--- src/rtl/bcd_alu.sv ---
// bcd_alu: digit-serial sign-magnitude BCD adder/subtractor.
// Handles one start/done transaction at a time. It processes one BCD digit per
// clock, least significant digit first.
//   clock       in   system clock (rising edge)
//   reset       in   synchronous active-high reset
//   start       in   request, sampled only while idle
//   operation   in   3'b000 SUM, 3'b001 SUB, anything else is an error
//   operand0/1  in   packed-BCD magnitudes A and B (nibble 0 = LSD)
//   sign0/1     in   operand signs (1 = negative)
//   busy        out  high while the operation is in progress
//   done        out  one-cycle pulse when the result outputs are updated
//   result      out  packed-BCD result magnitude
//   result_sign out  result sign (never negative for a zero result)
//   overflow    out  carry out of the MSD on an effective add
//   error       out  unsupported operation code
module bcd_alu #(
    parameter int DIGIT_NUM = 8
) (
    input  logic                   clock,
    input  logic                   reset,
    input  logic                   start,
    input  logic [2:0]             operation,
    input  logic [DIGIT_NUM*4-1:0] operand0,
    input  logic                   sign0,
    input  logic [DIGIT_NUM*4-1:0] operand1,
    input  logic                   sign1,
    output logic                   busy,
    output logic                   done,
    output logic [DIGIT_NUM*4-1:0] result,
    output logic                   result_sign,
    output logic                   overflow,
    output logic                   error
);

    localparam int W  = DIGIT_NUM * 4;
    localparam int IW = (DIGIT_NUM > 1) ? $clog2(DIGIT_NUM) : 1;
    localparam logic [IW-1:0] LAST_IDX = IW'(DIGIT_NUM - 1);
    localparam logic [2:0] OP_SUM = 3'b000;
    localparam logic [2:0] OP_SUB = 3'b001;

    typedef enum logic [1:0] {
        S_IDLE = 2'd0,
        S_PREP = 2'd1,
        S_CALC = 2'd2,
        S_DONE = 2'd3
    } state_t;

    state_t          r_state;
    state_t          w_next;
    logic [W-1:0]    r_a;
    logic [W-1:0]    r_b;
    logic [W-1:0]    r_acc;
    logic            r_sign0;
    logic            r_sign1;
    logic            r_sub;
    logic            r_eff_sub;
    logic            r_rsign;
    logic            r_carry;
    logic [IW-1:0]   r_idx;
    logic            r_busy;
    logic            r_done;
    logic [W-1:0]    r_result;
    logic            r_result_sign;
    logic            r_overflow;
    logic            r_error;

    logic            w_op_ok;
    logic            w_sign_b;
    logic            w_diff_signs;
    logic            w_swap;
    logic [4:0]      w_sum;
    logic [4:0]      w_rhs;
    logic [4:0]      w_sub_wrap;
    logic [3:0]      w_digit;
    logic            w_cout;
    logic [W-1:0]    w_acc_next;

    assign w_op_ok      = (operation == OP_SUM) || (operation == OP_SUB);
    // Subtraction is addition of B with its sign flipped.
    assign w_sign_b     = r_sign1 ^ r_sub;
    assign w_diff_signs = r_sign0 ^ w_sign_b;
    // Packed BCD orders like unsigned binary, so a plain compare picks the larger magnitude.
    assign w_swap       = w_diff_signs && (r_b > r_a);
    assign w_acc_next   = {w_digit, r_acc[W-1:4]};

    // Next-state logic for the operation sequencer.
    always_comb begin
        w_next = r_state;
        case (r_state)
            S_IDLE: begin
                if (start) begin
                    if (w_op_ok) begin
                        w_next = S_PREP;
                    end else begin
                        w_next = S_DONE;
                    end
                end else begin
                    w_next = S_IDLE;
                end
            end
            S_PREP: w_next = S_CALC;
            S_CALC: begin
                if (r_idx == LAST_IDX) begin
                    w_next = S_DONE;
                end else begin
                    w_next = S_CALC;
                end
            end
            S_DONE:  w_next = S_IDLE;
            default: w_next = S_IDLE;
        endcase
    end

    // One-digit BCD add or subtract on the current low nibbles.
    always_comb begin
        w_sum      = {1'b0, r_a[3:0]} + {1'b0, r_b[3:0]} + {4'b0000, r_carry};
        w_rhs      = {1'b0, r_b[3:0]} + {4'b0000, r_carry};
        w_sub_wrap = {1'b0, r_a[3:0]} + 5'd10 - w_rhs;
        w_digit    = 4'd0;
        w_cout     = 1'b0;
        if (r_eff_sub) begin
            if ({1'b0, r_a[3:0]} < w_rhs) begin
                w_digit = w_sub_wrap[3:0];
                w_cout  = 1'b1;
            end else begin
                w_digit = r_a[3:0] - w_rhs[3:0];
                w_cout  = 1'b0;
            end
        end else begin
            if (w_sum > 5'd9) begin
                w_digit = w_sum[3:0] + 4'd6;
                w_cout  = 1'b1;
            end else begin
                w_digit = w_sum[3:0];
                w_cout  = 1'b0;
            end
        end
    end

    // State register.
    always_ff @(posedge clock) begin
        if (reset) begin
            r_state <= S_IDLE;
        end else begin
            r_state <= w_next;
        end
    end

    // Handshake outputs, registered from the upcoming state.
    always_ff @(posedge clock) begin
        if (reset) begin
            r_busy <= 1'b0;
            r_done <= 1'b0;
        end else begin
            r_busy <= (w_next == S_PREP) || (w_next == S_CALC);
            r_done <= (w_next == S_DONE);
        end
    end

    // Operand capture, digit-serial datapath and result registers.
    always_ff @(posedge clock) begin
        if (reset) begin
            r_a           <= '0;
            r_b           <= '0;
            r_acc         <= '0;
            r_sign0       <= 1'b0;
            r_sign1       <= 1'b0;
            r_sub         <= 1'b0;
            r_eff_sub     <= 1'b0;
            r_rsign       <= 1'b0;
            r_carry       <= 1'b0;
            r_idx         <= '0;
            r_result      <= '0;
            r_result_sign <= 1'b0;
            r_overflow    <= 1'b0;
            r_error       <= 1'b0;
        end else begin
            case (r_state)
                S_IDLE: begin
                    if (start && w_op_ok) begin
                        r_a     <= operand0;
                        r_b     <= operand1;
                        r_sign0 <= sign0;
                        r_sign1 <= sign1;
                        r_sub   <= (operation == OP_SUB);
                    end else if (start) begin
                        r_result      <= '0;
                        r_result_sign <= 1'b0;
                        r_overflow    <= 1'b0;
                        r_error       <= 1'b1;
                    end
                end
                S_PREP: begin
                    if (w_swap) begin
                        r_a     <= r_b;
                        r_b     <= r_a;
                        r_rsign <= w_sign_b;
                    end else begin
                        r_rsign <= r_sign0;
                    end
                    r_eff_sub <= w_diff_signs;
                    r_carry   <= 1'b0;
                    r_idx     <= '0;
                end
                S_CALC: begin
                    r_a     <= {4'b0000, r_a[W-1:4]};
                    r_b     <= {4'b0000, r_b[W-1:4]};
                    r_acc   <= w_acc_next;
                    r_carry <= w_cout;
                    r_idx   <= r_idx + IW'(1);
                    if (r_idx == LAST_IDX) begin
                        r_result      <= w_acc_next;
                        // A zero magnitude is always reported as positive.
                        r_result_sign <= r_rsign && (w_acc_next != '0);
                        r_overflow    <= !r_eff_sub && w_cout;
                        r_error       <= 1'b0;
                    end
                end
                default: begin
                    r_carry <= r_carry;
                end
            endcase
        end
    end

    assign busy        = r_busy;
    assign done        = r_done;
    assign result      = r_result;
    assign result_sign = r_result_sign;
    assign overflow    = r_overflow;
    assign error       = r_error;

endmodule

--- config.mk ---
export PLATFORM = sky130hd
export DESIGN_NAME = bcd_alu
export DESIGN_NICKNAME = d
export VERILOG_FILES = /design/src/rtl/bcd_alu.sv
export SDC_FILE = /design/constraint.sdc
export NUM_CORES = 1
export LEC_CHECK = 0
export BUFFER_PORTS_ARGS = -buffer_cell sky130_fd_sc_hd__buf_2
export CORE_MARGIN = 5
export CORE_UTILIZATION = 35
export DETAILED_ROUTE_END_ITERATION = 10
export PLACE_DENSITY = 0.63
export SYNTH_ARGS = -nofsm -noshare
export SYNTH_HDL_FRONTEND = slang
export SYNTH_SLANG_ARGS = --single-unit
--- constraint.sdc ---
create_clock -name clock -period 5.35 [get_ports clock]
set_input_delay 1.605 -clock clock [delete_from_list [all_inputs] [get_ports clock]]
set_output_delay 1.605 -clock clock [all_outputs]
set_load 0.005 [all_outputs]
==> summary.txt, run 1 <==
Yosys
  – Post-synth design cell area: 8250 sq um
  – Seq/Total Area, Yosys: 33.97%
  – Syn Area/Cell: 8.317 sq um
  – EDFF count, synth: 0
  – Yosys Warn Count: 0
  – Cell count after synthesis: between 900 and 1000
  – Yosys cell types: 60
  – Ys flop type: dfxtp_1
  – #FFs+latches synth: between 100 and 150
  – Syn nets: about 1100
  – Asr flop ratio synth: 0%

Floorplan
  – I/O pin count: 109
  – Initial Util: a little over a third
  – Core ar.: between 20000 and 25000 sq um
  – Chip width: 163.5 um
  – Die area: 26740 sq um
  – Core Rows: 56
  – Die H: 163.5 um

Detailed routing
  – M1 WL: between 10000 and 15000 um
  – Highest metal used: met4
  – DRC: 0
  – Via/cell ratio: 5.496
  – DR iter-0 viols: 706
  – Drt first pass iters: 6
  – Met2 Wirelength: 10980 um
  – Post-Route WL: between 20000 and 25000 um
  – Met3 WL: 889 um
  – Detail Route Antenna Nets: 0
  – DR vias: 7546
  – DR WL/cell: 17.02 um

Pwr
  – Leak pwr: roughly 0.0035 uW
  – Peak VDD IR: roughly 220 uV
  – P per Cell Area: 315.5 nW/um^2

Global routing
  – Initial antenna violation count: 0
  – First-pass GRT wire length: 37850 um
  – Via count of the first global-routing pass: 7248
  – Global route overflow: 0
  – Global-route usage over all layers: 17.34%
  – Largest net degree at the start of global routing: 90

Clocking
  – Post-cts repair resize count: 0
  – Clock root cell: clkbuf_16
  – CTS Sinks: 140
  – Clock buffer depth: 2
  – Clock latency on the worst-skew pair: 0.42 ns
  – Hold Buf Count CTS: 0
  – Setup Buffers After CTS: 0
  – CTS Buf Count: 17
  – Clk slew on worst S/H paths: 0.06 ns
  – CTS tree: built
  – H-Tree Depth: 4

Timing
  – Part of the cycle the worst path needs: between 60 and 70%
  – Slew headroom: between 10% and 20%
  – Max Slew Vio Count: 0
  – Final hold vios: 0
  – # setup viols final: 0
  – Total negative slack: 0 ns
  – Worst-Margin Slew: 1.240 ns
  – Unrepaired setup endpoints after global routing: no
  – Final clock skew: 0.01419 ns
  – Crit path time final: roughly 3.5 ns
  – Maximum clock rate: around 290 MHz

Setup path
  – Crit Path Category: in -> reg
  – CP Capture Type: flip-flop
  – Crit path required time: 5.67 ns
  – Crit-path max FO: 49
  – Setup crit start kind: input port
  – WP data arrival: ~3.8 ns

Finish
  – Fraction of layout cells with a size suffix above 1: between 10% and 20%
  – Final nets: 1168
  – Most common cell after layout, fill and taps aside: dfxtp_1
  – Filler instances: roughly 2400
  – Area growth, synth to finish: 14.86%
  – Antenna diodes: 0
  – Final Util: ~40%
  – Leading cell types in the layout, fill and taps excluded: 140 x dfxtp_1, 107 x buf_2, 81 x a21oi_1

Hold path
  – Hold Crit Class: reg -> reg

Placement
  – HPWL after DPL: between 15000 and 20000 um
  – Routability congestion estimate: ~0.84
  – Port Buffers: between 100 and 150

Run status
  – Status: completed

Flow run
  – Max Cap Violations: 0
==> power breakdown <==
part / internal, uW / switching, uW
Sequential: 1100 / 69.8
Combinational: 292 / 449
Clock: 605 / 475
==> worst max-delay path, stage by stage <==
cell and delay [ns]:
buf_2 0.09, and4bb_1 0.33, nor2_1 0.15, or2_2 0.64, nand3_2 0.37, buf_12 0.32
a311oi_1 0.26
==> synth_stat cells (all sizes together), types with 2 or more instances <==
| cell | instances | area (sq um) |
|---|---|---|
| dfxtp | 140 | 2803 |
| a21oi | 82 | 410.4 |
| nand2 | 79 | 296.5 |
| nor2 | 71 | 266.5 |
| clkbuf | 59 | 222.7 |
| a22oi | 57 | 427.9 |
| ha | 50 | 625.6 |
| inv | 48 | 180.2 |
| mux2i | 47 | 470.5 |
| nand3 | 44 | 220.2 |
| o21ai | 42 | 214.0 |
| o31ai | 39 | 292.8 |
| nand2b | 31 | 193.9 |
| a311o | 30 | 300.3 |
| buf | 30 | 166.4 |
| a211o | 21 | 183.9 |
| nand4 | 20 | 131.4 |
| nor2b | 17 | 106.4 |
| nor4 | 15 | 108.9 |
| a211oi | 9 | 67.56 |
| a311oi | 5 | 50.04 |
| or3 | 5 | 31.28 |
| fa | 4 | 80.08 |
| nor3 | 4 | 20.02 |
| xor2 | 4 | 35.03 |
| o2111ai | 3 | 26.28 |
| o21a | 3 | 22.52 |
| xnor2 | 3 | 26.28 |
| a21boi | 2 | 15.02 |
| a21o | 2 | 15.01 |
| a221oi | 2 | 17.52 |
| a31oi | 2 | 12.51 |
| and2 | 2 | 12.51 |
| o211ai | 2 | 15.01 |
| o221ai | 2 | 17.52 |
==> registers in the layout (all words and copies together), names as in the netlist, 2 cells and up <==
signal / count
r_acc: 28
r_idx: 3
r_state: 2
r_b: 32
r_a: 32
result: 32
==> final timing paths <==
path	startpoint	endpoint	depth (start not counted)	slack (ns)
worst max-delay path	operation[1]	r_a[29]	7	1.87
worst min register to register	error	error	2	0.45
worst max register to register	r_a[7]	r_a[29]	10	2.03
worst min-delay path	error	error	2	0.45
==> logic make-up (layout without fill, tap and decap cells) <==
kind of cell,count (synthesis),after routing,synth area share [%]
compound gates,313,313,26.45
simple gates,292,292,17.26
flops,140,140,33.97
buf+inv,137,199,6.900
fa+ha+maj,54,54,8.553
mux,48,48,5.839
xor+xnor,8,8,1.031
==> metal layers <==
layer,vias up,global-route usage [%]
li1,3754,-
met1,3598,24.07
met2,165,27.55
met3,29,2.877
met4,0,5.528
met5,-,0
==> stage by stage <==
step / power, uW / setup WS (ns) / instance area, sq um / hold slack (ns) / instances
after floorplan: 1726 / 2.168 / 8250 / 0.4422 / 992
after CTS: 3013 / 1.923 / 9477 / 0.4553 / 1373
final: 2990 / 1.870 / 9477 / 0.4531 / 1373
after global routing: 3145 / 1.714 / 9477 / 0.4815 / 1373
after detailed placement: 1926 / 1.474 / 8942 / 0.4466 / 1342
after global placement: 1916 / 1.577 / 8942 / 0.4421 / 1342
==> cell type report <==
cell class / instances / area [sq um] / area share [%]
sequential: 140 / 2803 / 29.57
clock inverter: 12 / 91.34 / 0.9638
multi-input combinational: 715 / 4915 / 51.86
clock buffer: 19 / 442.9 / 4.674
inverter: 48 / 180.2 / 1.901
tap: 319 / 399.1 / 4.212
timing repair buffer: 120 / 645.6 / 6.813
Power figures use the tool's default switching activity.
==> run 2: changes to the inputs <==
- ABC_AREA: default -> 1
- clock period: 5.35 -> 3.4 ns (I/O delays scaled with it)
==> run 2 against run 1 <==
Register-to-register slack worse by 1.5 ns. Clock-buffer cell count fell by 2. Final cell count is 10% higher. Largest power group unchanged.
==> summary.txt, run 2 <==
Run status
  – Status: completed

Timing
  – Slew headroom: 49.90%
  – Worst-Margin Slew: 0.7497 ns
  – Total negative slack: 0 ns
  – Part of the cycle the worst path needs: 84.46%
  – Final hold vios: 0
  – Unrepaired setup endpoints after global routing: no
  – Crit path time final: 2.872 ns
  – Maximum clock rate: 348.2 MHz
  – Final clock skew: around 0.014 ns
  – Max Slew Vio Count: 0
  – # setup viols final: 0

Finish
  – Most common cell after layout, fill and taps aside: nand2_1
  – Final instance area: 10080 sq um
  – Filler instances: approximately 2600
  – Final nets: approximately 1300
  – Leading cell types in the layout, fill and taps excluded: 166 x nand2_1, 140 x dfxtp_1, 109 x nor2_1
  – Area growth, synth to finish: 14.34%
  – Fraction of layout cells with a size suffix above 1: 34.35%
  – Non-Filler Instances: 1515

Global routing
  – Global-route usage over all layers: 15.79%
  – Largest net degree at the start of global routing: 62
  – Via count of the first global-routing pass: between 7000 and 8000
  – Initial antenna violation count: 3
  – First-pass GRT wire length: 37130 um
  – Global route overflow: 0

Yosys
  – Commonest cells post-synth: 167 x nand2_1, 140 x dfxtp_1, 109 x nor2_1
  – EDFF count, synth: 0
  – Syn Area/Cell: 8.047 sq um
  – Count leader, synth: nand2_1
  – Ys flop type: dfxtp_1
  – Asr flop ratio synth: 0%
  – Post-synth design cell area: 8820 sq um
  – Seq/Total Area, Yosys: 31.78%
  – Cell count after synthesis: 1096
  – Syn nets: 1222
  – Yosys cell types: 44
  – Yosys Warn Count: 0
  – Post-synth top area share: around a third
  – #FFs+latches synth: 140
  – Post-synth top area cell: dfxtp_1
  – Area contributors post-synth: dfxtp_1 32%, nand2_1 7.1%, ha_1 7.1%, nand3_2 6.5%, a21oi_2 6.4%

Floorplan
  – Core Rows: 58
  – I/O pin count: 109
  – Chip width: about 170 um
  – Die H: 168.7 um
  – Initial Util: 35.33%
  – Core ar.: ~25000 sq um
  – Die area: 28470 sq um

Setup path
  – Crit-path max FO: 5
  – Crit path required time: about 3.7 ns
  – Crit Path Category: reg -> reg
  – CP Capture Type: flip-flop
  – WP data arrival: around 3.2 ns
  – Setup crit start kind: flip-flop

Clocking
  – Setup Buffers After CTS: 0
  – Clock latency on the worst-skew pair: 0.43 ns
  – Hold Buf Count CTS: 0
  – CTS tree: built
  – Clock buffer depth: 2
  – Clock root cell: clkbuf_16
  – CTS Sinks: between 100 and 150
  – Post-cts repair resize count: 0
  – Clk slew on worst S/H paths: approximately 0.070 ns
  – CTS Buf Count: 17
  – H-Tree Depth: 4

Hold path
  – Hold Crit Class: reg -> reg

Placement
  – HPWL after DPL: 15980 um
  – Port Buffers: 108
  – Routability congestion estimate: just over 0.8
  – DP Cell Count: 1480
  – DP Area: 9478 sq um

Detailed routing
  – DR iter-0 viols: 441
  – DR WL/cell: ~15 um
  – Drt first pass iters: 5
  – DRC: 0
  – Detail Route Antenna Nets: 0
  – DR vias: 7640
  – Post-Route WL: 22600 um
  – Via/cell ratio: 5.043

Pwr
  – Peak VDD IR: 281.3 uV
  – P per Cell Area: 542.5 nW/um^2
  – Leak pwr: roughly 0.004 uW

Flow run
  – Max Cap Violations: 0
## run 2: per-stage QoR
stage	setup WS (ns)	util (%)	power, uW	hold slack (ns)
6_report	0.5285	40.40	5471	0.4619
2_1_floorplan	0.8922	-	3324	0.4453
4_1_cts	0.5169	40.37	5528	0.4655
3_5_place_dp	0.5387	37.97	3649	0.4539
5_1_grt	0.2871	40.40	5815	0.4954
3_3_place_gp	0.5384	37.97	3615	0.4523
## run 2: layer usage
| metal | up-vias | global-route usage, % | part of all wire (%) |
|---|---|---|---|
| met1 | 3602 | 20.29 | 46 |
| met4 | 0 | 6.140 | 2.1 |
| li1 | 3862 | - | - |
| met5 | - | 0 | 0 |
| met2 | 152 | 26.22 | 48 |
| met3 | 24 | 2.989 | 4.0 |
## run 2: area by class of cell
| type | count | area, sq um | area share [%] |
|---|---|---|---|
| Antenna cell | 3 | 7.507 | 0.07444 |
| Clock buffer | 17 | 425.4 | 4.218 |
| Clock inverter | 15 | 173.9 | 1.725 |
| Inverter | 82 | 315.3 | 3.127 |
| Multi-Input combinational cell | 799 | 5136 | 50.93 |
| Sequential cell | 140 | 2803 | 27.79 |
| Tap cell | 330 | 412.9 | 4.094 |
| Timing Repair Buffer | 129 | 810.8 | 8.040 |
## run 2: worst paths after layout
check                               start   endpoint  slack [ns]  cells after the start
worst max-delay path               r_b[0]  r_acc[29]        0.53                     14
worst min-delay path            result[0]  result[0]        0.46                      2
worst max register to register     r_b[0]  r_acc[29]        0.53                     14
worst min register to register  result[0]  result[0]        0.46                      2
## run 2: cell families (layout without fill, tap and decap cells)
| group | Yosys count | count (layout) | share of synthesized area (%) |
|---|---|---|---|
| and+or+nand+nor | 498 | 498 | 30.00 |
| other | 0 | 3 | 0 |
| buffers and inverters | 157 | 243 | 10.11 |
| xor gates and xnor gates | 5 | 5 | 0.4966 |
| DFF | 140 | 140 | 31.78 |
| adders and majority gates | 54 | 54 | 8.001 |
| AOI/OAI and AO/OA | 242 | 242 | 19.61 |
## run 2: critical path, cell delays in order (launching register included)
cell,delay (ns)
dfxtp_1,0.42
inv_1,0.11
fa_1,0.39
inv_1,0.09
fa_1,0.46
inv_1,0.10
ha_1,0.18
nand2_1,0.06
a21boi_0,0.12
nand2_1,0.11
nand2_1,0.14
nand3_1,0.10
nand2_1,0.06
o21ai_0,0.29
a21oi_1,0.10
## run 2: where the power goes
group	switching (uW)	internal, uW	total, uW
clock network	873	989	1860
logic	1020	666	1690
registers	139	1780	1920
total	2030	3440	5470
==> run 3: changes to the inputs <==
- clock period: 3.4 -> 2.83 ns (I/O delays scaled with it)
==> run 3 against run 2 <==
Worst setup slack worse by 0.36 ns. Combinational power rose by 26%. Clock skew is 0.0058 ns higher.
==> summary.txt, run 3 (synthesized netlist as in run 2, its figures left out) <==
Global routing
  – Initial antenna violation count: 6
  – Most Crowded Layer GR: met2
  – Via count of the first global-routing pass: ~7500
  – Met3 usage: ~2.8%
  – Met2 track demand over resource: 26.03%
  – Global-route usage over all layers: around 16%
  – Met1 Usage GRT: 21.63%
  – Global route overflow: 0
  – Largest net degree at the start of global routing: 62
  – First-pass GRT wire length: between 30000 and 40000 um

Timing
  – Final clock skew: a little over 0.02 ns
  – Worst-Margin Slew: 0.7328 ns
  – Slew headroom: 51.08%
  – Total negative slack: 0 ns
  – Crit path time final: 2.659 ns
  – # setup viols final: 0
  – Maximum clock rate: 376.1 MHz
  – Final hold vios: 0
  – Max Slew Vio Count: 0
  – Part of the cycle the worst path needs: 93.95%

Detailed routing
  – DR WL/cell: 15.05 um
  – Via/cell ratio: 5.042
  – Post-Route WL: 23070 um
  – DRC: 0
  – DR iter-0 viols: 572
  – Detail Route Antenna Nets: 0
  – Drt first pass iters: 5
  – DR vias: ~7700

Flow run
  – Max Cap Violations: 0

Clocking
  – CTS Buf Count: 17
  – Clk slew on worst S/H paths: 0.08 ns
  – H-Tree Depth: 4
  – Clock buffer depth: 2
  – CTS Sinks: 140
  – Clock root cell: clkbuf_16
  – Clock latency on the worst-skew pair: between 0.4 and 0.5 ns
  – CTS tree: built

Setup path
  – Crit-path max FO: 5
  – Crit Path Category: reg -> reg
  – WP data arrival: around 2.9 ns
  – Crit path required time: 3.11 ns
  – Worst R2R Path Depth: 14
  – CP Capture Type: flip-flop
  – Setup crit start kind: flip-flop

Placement
  – Port Buffers: 108
  – DP Area: 9630 sq um
  – Routability congestion estimate: 0.8208
  – HPWL after DPL: 16120 um
  – DP Cell Count: 1492

Hold path
  – Hold Crit Depth: 2
  – Hold Crit Class: reg -> reg

Floorplan
  – I/O pin count: 109
  – Chip width: 168.7 um
  – Core Rows: 58
  – Die H: 168.7 um
  – Die area: 28470 sq um
  – Initial Util: 35.33%
  – Core ar.: between 20000 and 25000 sq um

Finish
  – Multi-input logic area: 5159 sq um
  – Final nets: 1310
  – Fraction of layout cells with a size suffix above 1: 35.84%
  – Non-Filler Instances: about 1500
  – Final instance area: 10310 sq um
  – Final Util: 41.30%
  – Leading cell types in the layout, fill and taps excluded: 165 x nand2_1, 138 x dfxtp_1, 109 x nor2_1
  – Filler instances: 2585
  – Sequential Area: about 2800 sq um
  – Area growth, synth to finish: 16.90%
  – Most common cell after layout, fill and taps aside: nand2_1

Run status
  – Status: completed

Pwr
  – Leak pwr: 0.004202 uW
  – Pwr Total: between 6000 and 7000 uW
  – Peak VDD IR: 333.8 uV
  – P per Cell Area: between 600 and 700 nW/um^2
run 3: cell count changes in the layout (fill, tap and decap cells not counted), sizes merged:
| cell | change |
|---|---|
| buf | +15 |
| clkinv | +3 |
| clkinvlp | -2 |
| diode | +3 |
| inv | -1 |
run 3: timing repair:
action	4_1_cts	5_1_grt
endpoints found under the hold margin	0	0
gates resized for setup	0	9
hold buffers	0	0
setup endpoints to repair	0	7
setup buffers	0	3
run 3: metal layers:
layer / vias up / routed length (um)
li1: 3899 / -
met1: 3642 / 10720
met2: 163 / 10980
met3: 25 / 972
met4: 0 / 393
met5: - / 0
run 3: power by group:
group          internal, uW  switching, uW  total [uW]
registers              2140            160        2300
logic                   868           1260        2130
clock network          1200           1090        2290
run 3: area by class of cell:
| class | count | share of cell area, % |
|---|---|---|
| multi-input combinational | 799 | 50.04 |
| clock inverter | 15 | 1.857 |
| sequential | 140 | 27.21 |
| clock buffer | 17 | 4.126 |
| timing repair buffer | 144 | 9.563 |
| tap | 330 | 4.005 |
| antenna | 6 | 0.1456 |
| inverter | 82 | 3.058 |
run 3: final timing paths:
check / start / endpoint / slack (ns)
min: result[1] / result[1] / 0.46
max reg2reg: r_a[0] / r_acc[29] / 0.17
min reg2reg: result[1] / result[1] / 0.46
max: r_a[0] / r_acc[29] / 0.17
run 3: metrics by stage:
| stage | setup slack, ns | hold slack (ns) |
|---|---|---|
| 6_report | 0.1712 | 0.4609 |
| 5_1_grt | -0.02104 | 0.4759 |
| 4_1_cts | 0.01832 | 0.4644 |
| 3_5_place_dp | 0.03387 | 0.4518 |
| 3_3_place_gp | 0.1714 | 0.4513 |
| 2_1_floorplan | 0.3222 | 0.4453 |
run 3: worst max-delay path, cell delays in order (launching register included):
cell      delay (ns)
dfxtp_2         0.35
inv_1           0.09
fa_1            0.43
inv_2           0.08
fa_1            0.46
inv_2           0.08
ha_2            0.18
nand2_1         0.05
a21boi_1        0.13
nand2_1         0.10
nand2_2         0.09
nand3_1         0.09
nand2_1         0.07
o21ai_0         0.21
a21oi_1         0.10
